**config.mk**
```make
export PLATFORM = sky130hd
export DESIGN_NAME = univ_shift_reg
export DESIGN_NICKNAME = d
export VERILOG_FILES = /design/src/rtl/univ_shift_reg.sv
export SDC_FILE = /design/constraint.sdc
export NUM_CORES = 1
export LEC_CHECK = 0
export BUFFER_PORTS_ARGS = -buffer_cell sky130_fd_sc_hd__buf_2
export CAP_MARGIN = 20
export CORE_ASPECT_RATIO = 0.6
export CORE_MARGIN = 4
export CORE_UTILIZATION = 46
export DETAILED_ROUTE_END_ITERATION = 16
export PLACE_DENSITY = 0.75
export SLEW_MARGIN = 15
export SYNTH_ARGS = -nofsm -noshare
export SYNTH_HDL_FRONTEND = slang
export SYNTH_SLANG_ARGS = --single-unit
```
**constraint.sdc**
```tcl
create_clock -name clk -period 1.7 [get_ports clk]
set_input_delay 0.255 -clock clk [delete_from_list [all_inputs] [get_ports clk]]
set_output_delay 0.255 -clock clk [all_outputs]
set_load 0.02 [all_outputs]
```
**src/rtl/univ_shift_reg.sv**
```systemverilog
// WIDTH-bit universal shift register (bit 0 = MSB) with a counted burst sequencer.
// Optional arithmetic fill and overflow flag enabled by defining UNIV_SHIFT_ARITH_EN.
module univ_shift_reg #(
  parameter int WIDTH = 36,
  parameter int CW    = 6
) (
  input  logic             clk,
  input  logic             rst_n,
  input  logic [1:0]       op,
  input  logic [0:WIDTH-1] d,
  input  logic             sin0,
  input  logic             sinN,
  input  logic             rot,
  input  logic             start,
  input  logic [CW-1:0]    count,
`ifdef UNIV_SHIFT_ARITH_EN
  input  logic             arith,
  output logic             ovf,
`endif
  output logic [0:WIDTH-1] q,
  output logic             sout0,
  output logic             soutN,
  output logic             busy,
  output logic             done
);

  typedef enum logic [1:0] {
    OP_LOAD   = 2'b00,
    OP_SHIFT0 = 2'b01,
    OP_SHIFTN = 2'b10,
    OP_HOLD   = 2'b11
  } op_t;

  op_t              op_in;
  op_t              mode_reg, mode_next;
  op_t              cur_dir;
  logic [0:WIDTH-1] q_reg, q_next;
  logic [0:WIDTH-1] sh0, shn;
  logic [CW-1:0]    rem_reg, rem_next;
  logic             busy_reg, busy_next;
  logic             done_reg, done_next;
  logic             rot_reg, rot_next;
  logic             cur_rot, cur_arith;
  logic             fill0, filln;
  logic             shift_en, load_en;

  assign op_in   = op_t'(op);
  // During a burst the latched mode drives the shifter; otherwise the live inputs do.
  assign cur_dir = busy_reg ? mode_reg : op_in;
  assign cur_rot = busy_reg ? rot_reg : rot;

`ifdef UNIV_SHIFT_ARITH_EN
  logic arith_reg, arith_next;
  logic ovf_reg, ovf_next;
  assign cur_arith = busy_reg ? arith_reg : arith;
`else
  assign cur_arith = 1'b0;
`endif

  assign fill0 = cur_rot ? q_reg[WIDTH-1] : (cur_arith ? q_reg[0] : sin0);
  assign filln = cur_rot ? q_reg[0] : (cur_arith ? 1'b0 : sinN);

  assign sh0[0]       = fill0;
  assign shn[WIDTH-1] = filln;
  generate
    for (genvar gi = 1; gi < WIDTH; gi++) begin : g_sh0
      assign sh0[gi] = q_reg[gi-1];
    end
    for (genvar gi = 0; gi < WIDTH - 1; gi++) begin : g_shn
      assign shn[gi] = q_reg[gi+1];
    end
  endgenerate

  always_comb begin
    q_next     = q_reg;
    rem_next   = rem_reg;
    busy_next  = busy_reg;
    done_next  = 1'b0;
    mode_next  = mode_reg;
    rot_next   = rot_reg;
    shift_en   = 1'b0;
    load_en    = 1'b0;
`ifdef UNIV_SHIFT_ARITH_EN
    arith_next = arith_reg;
`endif
    if (busy_reg) begin
      // Remaining count is always at least 1 while busy, so it never wraps.
      shift_en = 1'b1;
      rem_next = rem_reg - CW'(1);
      if (rem_reg == CW'(1)) begin
        busy_next = 1'b0;
        done_next = 1'b1;
      end
    end else if (start && (op_in == OP_SHIFT0 || op_in == OP_SHIFTN)) begin
      if (count == '0) begin
        done_next = 1'b1;
      end else begin
        shift_en   = 1'b1;
        mode_next  = op_in;
        rot_next   = rot;
`ifdef UNIV_SHIFT_ARITH_EN
        arith_next = arith;
`endif
        rem_next   = count - CW'(1);
        busy_next  = (count != CW'(1));
        done_next  = (count == CW'(1));
      end
    end else begin
      case (op_in)
        OP_LOAD:              load_en  = 1'b1;
        OP_SHIFT0, OP_SHIFTN: shift_en = 1'b1;
        default:              ;
      endcase
    end
    if (load_en) begin
      q_next = d;
    end else if (shift_en) begin
      q_next = (cur_dir == OP_SHIFT0) ? sh0 : shn;
    end
  end

`ifdef UNIV_SHIFT_ARITH_EN
  always_comb begin
    ovf_next = ovf_reg;
    if (load_en) begin
      ovf_next = 1'b0;
    end else if (shift_en && cur_arith && cur_dir == OP_SHIFTN && shn[0] != q_reg[0]) begin
      ovf_next = 1'b1;
    end
  end

  always_ff @(posedge clk) begin
    if (!rst_n) begin
      arith_reg <= 1'b0;
      ovf_reg   <= 1'b0;
    end else begin
      arith_reg <= arith_next;
      ovf_reg   <= ovf_next;
    end
  end

  assign ovf = ovf_reg;
`endif

  always_ff @(posedge clk) begin
    if (!rst_n) begin
      q_reg    <= '0;
      rem_reg  <= '0;
      busy_reg <= 1'b0;
      done_reg <= 1'b0;
      mode_reg <= OP_HOLD;
      rot_reg  <= 1'b0;
    end else begin
      q_reg    <= q_next;
      rem_reg  <= rem_next;
      busy_reg <= busy_next;
      done_reg <= done_next;
      mode_reg <= mode_next;
      rot_reg  <= rot_next;
    end
  end

  assign q     = q_reg;
  assign sout0 = q_reg[0];
  assign soutN = q_reg[WIDTH-1];
  assign busy  = busy_reg;
  assign done  = done_reg;

endmodule

```
==> results of run 1 <==
-- placed cells by master (no fill, tap or decap), types with 2 or more instances in the layout --
cell | netlist | routed
buf_2 | 5 | 89
dfxtp_1 | 47 | 46
nor2_1 | 44 | 44
inv_1 | 42 | 42
a21oi_1 | 40 | 40
o32ai_1 | 34 | 34
a211oi_2 | 0 | 20
buf_4 | 2 | 18
a211oi_1 | 37 | 17
nand2_1 | 12 | 12
nor3_1 | 6 | 6
mux2i_1 | 6 | 6
ha_1 | 6 | 6
clkbuf_8 | 0 | 6
o21ai_0 | 5 | 5
a31oi_1 | 3 | 3
a2111oi_0 | 3 | 3
buf_12 | 0 | 3
and2_4 | 1 | 2
nand2b_1 | 2 | 2
nor3b_1 | 2 | 2
xnor2_1 | 2 | 2
xor2_1 | 2 | 2
-- stage by stage --
stage                     setup TNS (ps)  hold slack, ps  total power [mW]
after CTS                              0             181              3.13
final                                  0             190              3.14
after global routing                   0             191              3.31
after global placement             -5.04             457              2.24
after floorplan                    -3230             317              1.95
after detailed placement            -542             491              2.26
-- per-layer routing --
layer | global-route usage [%] | vias to the layer above | part of all wire, % | routed length (um)
li1 | - | 1408 | - | -
met1 | 33.4 | 1353 | 47 | 3940
met2 | 34.6 | 149 | 43 | 3570
met3 | 5.35 | 8 | 8.8 | 729
met4 | 4.94 | 0 | 0.64 | 53
met5 | 0 | - | 0 | 0
-- worst paths after layout --
path,from,end,cells past startpoint
worst max-delay path,busy,q[6],5
worst min-delay path,rst_n,mode_reg[1],2
worst max register to register,busy,q[6],5
worst min register to register,q[28],q[28],2
-- logic make-up (layout without fill, tap and decap cells) --
family,count (synthesis),after routing,synth area share [%]
flip-flops,47,47,35.1
AO/OA/AOI/OAI,127,127,33.1
multiplexers,7,7,2.66
buffers and inverters,73,161,11.9
XOR/XNOR,4,4,1.31
adder cells (fa/ha/maj),6,6,2.80
AND/OR/NAND/NOR,76,77,13.2
-- repair_timing --
item | in CTS | in global routing
endpoints found under the hold margin | 0 | 0
pin swaps | 0 | 1
setup buffers | 0 | 0
endpoints found under the setup margin | 1 | 29
gates resized for setup | 1 | 4
gates cloned | 0 | 1
-- critical path, stage by stage (launching register included) --
cell,delay (ps)
dfxtp_2,330
or3b_4,410
buf_8,200
a21oi_1,200
a211oi_2,70
o32ai_1,300
-- power breakdown --
part | leakage, nW | internal [mW] | total (mW) | switching, mW
combinational | 1.02 | 0.391 | 0.945 | 0.554
clock | 0.0612 | 0.477 | 0.875 | 0.399
sequential | 0.386 | 1.22 | 1.32 | 0.103
-- cell type report --
class / count / area (um2)
inverters: 42 / 158
flip-flops and latches: 47 / 942
multi-input cells: 221 / 1550
clock buffers: 6 / 82.6
clock inverters: 2 / 35.0
fillers: 498 / 2070
well taps: 80 / 100
repair buffers: 111 / 656
==> results.txt, run 1 <==
----------------------------------------------------
[Synthesis]
  Share of the yosys chip area belonging to registers ... 35.1%
  Gate Count Post-Synth ... 340
  Number of enable flip-flop cells after synthesis ... 0
  Synth Register Bits ... 47
  Post-synth net total ... 396
  Main area contributors after synthesis ... dfxtp_1 35%, o32ai_1 11%, a211oi_1 10%, a21oi_1 7.5%, nor2_1 6.2%
  Number of distinct standard cells referenced by the synthesized netlist ... 37
  Top cell types by occurrence after synthesis ... 47 x dfxtp_1, 44 x nor2_1, 42 x inv_1
  Leading cell type by number of instances after synthesis ... dfxtp_1
  Synthesis Warnings ... 0
  Ys async rst share ... 0%
  Combined area of all synthesized cells ... 0.00268 mm2
  Mean Syn Cell Area ... 7.89 um2
  Cell taking the most area after synthesis ... dfxtp_1
  Top-area cell type share of the netlist area ... 35.1%
  Primary FF master, synth ... dfxtp_1

[Timing]
  Clock skew after layout ... 10.2 ps
  Hold Fails Final Rpt ... 0
  Worst Tran Pin Value ... 604 ps
  Max Transition Viols Final ... 0
  Final-report setup violation count ... 0
  Timing-limited maximum frequency ... 0.620 GHz
  Post-layout minimum cycle time ... 1610 ps
  Final worst setup slack ... 86.4 ps
  Final critical-path share of the clock period ... 94.9%
  RSZ-0062 raised after global routing ... false
  Relative slew slack ... 58.7%

[Place]
  Estimated wirelength of the detail-placed design ... 5.87 mm
  Post-DP Area ... 0.00338 mm2
  Global placement routability congestion ... 0.858
  Setup slack after placement ... -65.9 ps
  Number of port buffers ... 89
  Cells after DPL ... 500

[Floorplanning]
  Number of top-level design ports ... 90
  Count of standard-cell rows ... 21
  Initial Util ... 47.9%
  Die Span X ... 107 um
  Area of the core ... 0.00560 mm2
  Die Y-Extent ... 67.1 um
  Die area ... 0.00715 mm2

[Final layout]
  Number of cells in the finished layout apart from fillers ... 509
  # nets final ... 484
  Number of flip-flops under the largest register name ... 36
  Area growth, synth to finish ... 31.4%
  Post-route cell area ... 0.00352 mm2
  Final design utilization ... 62.9%
  Antenna Cells ... 0
  Fraction of layout cells with a size suffix above 1 ... 34.7%

[Worst setup path]
  Crit path arrival time ... 1820 ps
  Flop-to-flop setup slack ... 90 ps
  CP required ... 1910 ps
  Crit Path Max Fanout ... 35
  Type of element capturing the critical path ... flop
  Type of origin of the critical path ... flop
  Critical setup path kind ... reg2reg

[Global route]
  GRT overflow ... 0
  Via count of the first global-routing pass ... 2735
  Wire length of the first global-routing pass ... 13.3 mm
  Largest net degree at the start of global routing ... 37
  GRT Resource Usage Total ... 22.9%
  Number of antenna violations at the first check in global routing ... 0

[Drt]
  DRC viols ... 0
  Vias ... 2918
  Via count normalized by instance count ... 5.73
  Drt pass-1 iters ... 4
  Remaining antenna violation count ... 0
  Total wirelength of the detailed-routed design ... 8.29 mm
  Wire length per cell ... 16.3 um
  DRT iter0 DRCs ... 161

[Clock tree]
  Clock tree from TritonCTS ... done
  CTS Hold Bufs ... 0
  Inserted Clock Buffers ... 5
  Number of levels in the clock H-tree ... 2
  Clock-pin slew of the registers on the worst-case setup and hold paths ... 90 ps
  Worst-skew pair later-pin latency ... 300 ps
  Clock Root Buffer ... clkbuf_8
  CTS max path bufs ... 2
  Clock sink total ... 47

[Hold path]
  Hold Path Class ... in2reg

[Pwr]
  Power density over cell area ... 891 mW/mm2
  Worst vdd ir ... 0.386 mV
  Static leakage power ... 1.47 nW

[Status]
  Status ... completed

[Run]
  Max-cap violations ... 0

----------------------------------------------------
No activity file was read; power rests on OpenSTA's default activity.
==> run 2: changes to the inputs <==
--- a/config.mk
+++ b/config.mk
@@ -11,6 +11,7 @@
 export CORE_MARGIN = 4
 export CORE_UTILIZATION = 46
 export DETAILED_ROUTE_END_ITERATION = 16
+export GPL_TIMING_DRIVEN = 0
 export PLACE_DENSITY = 0.75
 export SLEW_MARGIN = 15
 export SYNTH_ARGS = -nofsm -noshare
==> results.txt, run 2 (synthesis results as in run 1) <==
----------------------------------------------------
[Global route]
  Wire length of the first global-routing pass ... 13.6 mm (+2.3%)
  Via count of the first global-routing pass ... 2685 (-1.8%)
  Number of antenna violations at the first check in global routing ... 0 (unchanged)
  Largest net degree at the start of global routing ... 14 (-62%)
  GRT Resource Usage Total ... 23.1% (+0.19 points)
  GRT overflow ... 0 (unchanged)

[Floorplanning]
  Die Y-Extent ... 67.1 um (unchanged)
  Initial Util ... 47.9% (unchanged)
  Number of top-level design ports ... 90 (unchanged)
  Die Span X ... 107 um (unchanged)
  Die area ... 0.00715 mm2 (unchanged)
  Count of standard-cell rows ... 21 (unchanged)
  Area of the core ... 0.00560 mm2 (unchanged)

[Timing]
  Final critical-path share of the clock period ... 101% (+6.0 points)
  Relative slew slack ... 71.9% (+13 points)
  RSZ-0062 raised after global routing ... true
  Timing-limited maximum frequency ... 0.583 GHz (-5.9%)
  Final worst setup slack ... -15.1 ps (-102 ps)
  Worst Tran Pin Value ... 411 ps (-193 ps)
  Hold Fails Final Rpt ... 0 (unchanged)
  Final-report setup violation count ... 2 (+2)
  Clock skew after layout ... 9.53 ps (-0.651 ps)
  Max Transition Viols Final ... 0 (unchanged)
  Post-layout minimum cycle time ... 1720 ps (+102 ps)

[Final layout]
  Antenna Cells ... 0 (unchanged)
  Number of flip-flops under the largest register name ... 36 (unchanged)
  Most frequent standard cell in the layout excluding fill and tap cells ... buf_2
  Sequential cell area in the final layout ... 945 um2 (+0.27%)
  # nets final ... 503 (+3.9%)
  # fillers ... 423 (-15%)
  Fraction of layout cells with a size suffix above 1 ... 49.3% (+15 points)
  Area growth, synth to finish ... 48.9%
  Final design utilization ... 71.3% (+8.4 points)
  Area of the multi-input gates ... 0.00189 mm2 (+22%)
  Most frequent cells in the layout ... 93 x buf_2, 46 x dfxtp_1, 43 x nor2_1

[Place]
  Estimated wirelength of the detail-placed design ... 5.87 mm (about the same)
  Global placement routability congestion ... 0.839 (-2.2%)
  Setup slack after placement ... -563 ps (-497 ps)
  Number of port buffers ... 89 (unchanged)

[Drt]
  Drt pass-1 iters ... 5 (+1)
  Detailed route wirelength on metal2 ... 3.91 mm (+9.4%)
  Wire length per cell ... 17.1 um (+5.1%)
  Vias ... 2979 (+2.1%)
  Remaining antenna violation count ... 0 (unchanged)
  Highest routed metal layer ... met4
  Routed length on met3 ... 599 um (-18%)
  Total wirelength of the detailed-routed design ... 9.05 mm (+9.1%)
  DRT iter0 DRCs ... 124 (-23%)
  Via count normalized by instance count ... 5.64 (-1.6%)
  DRC viols ... 0 (unchanged)
  Wl on met1 ... 4.46 mm (+13%)

[Worst setup path]
  Crit path arrival time ... 1950 ps (+130 ps)
  CP required ... 1940 ps (+30 ps)
  Type of element capturing the critical path ... flop
  Crit Path Max Fanout ... 6 (-83%)
  Type of origin of the critical path ... flop
  Critical setup path kind ... reg2reg

[Pwr]
  Static leakage power ... 1.59 nW (+8.5%)
  Worst vdd ir ... 0.379 mV (-1.9%)
  Power density over cell area ... 791 mW/mm2 (-11%)

[Clock tree]
  Clock-pin slew of the registers on the worst-case setup and hold paths ... 90 ps (about the same)
  Inserted Clock Buffers ... 5 (unchanged)
  Clock Root Buffer ... clkbuf_8
  CTS max path bufs ... 2 (unchanged)
  Number of levels in the clock H-tree ... 2 (unchanged)
  Worst-skew pair later-pin latency ... 310 ps (about the same)
  Clock sink total ... 47 (unchanged)
  Clock tree from TritonCTS ... done

[Hold path]
  Hold Path Class ... in2reg

[Status]
  Violations in the final reports ... negative setup slack
  Status ... complete, but fails checks

[Run]
  Max-cap violations ... 0 (unchanged)

----------------------------------------------------
run 2: cell types whose count changed in the layout (fill, tap and decap cells not counted), sizes merged:
cell / change
buf: +3
clkbuf: +17
bufinv: -1
run 2: area by class of cell:
| type | count | share of cell area, % |
|---|---|---|
| multi-input cells | 221 | 47.4 |
| flip-flops and latches | 47 | 23.7 |
| repair buffers | 103 | 15.2 |
| plain buffers | 27 | 5.30 |
| inverters | 42 | 3.95 |
| well taps | 80 | 2.51 |
| clock buffers | 7 | 1.91 |
| clock inverters | 1 | 0.125 |
run 2: worst max-delay path, cell delays in order, from the launching register on:
cell	delay [ps]
dfxtp_4	380
or3b_4	380
buf_6	140
and2_4	210
buf_8	150
a211o_1	250
a31oi_1	140
run 2: routing by layer:
layer,GRT usage (%),vias to the layer above
met3,5.35,13
met1,34.8,1427
met4,3.03,0
met5,0,-
li1,-,1441
met2,34.3,98
run 2: path summary, 6_finish.rpt:
check | start | slack (ps) | depth (start not counted) | to
worst min register to register | mode_reg[1] | 480 | 2 | mode_reg[1]
worst min-delay path | rst_n | 190 | 2 | mode_reg[1]
worst max register to register | busy | -20 | 6 | q[35]
worst max-delay path | busy | -20 | 6 | q[35]
run 2: through the flow:
stage	hold slack, ps	TNS (ps)	power (mW)	instances	instance area [um2]
after floorplan	317	-3230	1.95	340	2800
after global placement	444	-15730	2.23	509	3340
after detailed placement	453	-16540	2.24	509	3340
after CTS	185	-303	2.98	524	3660
after global routing	198	-596	3.29	528	3990
final	189	-18.5	3.16	528	3990
run 2: report_power, final:
group / leakage [nW] / total [mW] / switching (mW) / internal [mW]
sequential: 0.386 / 1.33 / 0.115 / 1.22
combinational: 1.17 / 1.14 / 0.643 / 0.496
clock: 0.0422 / 0.690 / 0.399 / 0.290
run 2: repair_timing:
action / in CTS / in global routing
gates resized for setup: 54 / 69
hold buffers: 0 / 0
hold endpoints to repair: 0 / 0
setup buffers: 7 / 3
gates cloned: 2 / 3
pin swaps: 23 / 29
endpoints found under the setup margin: 41 / 42
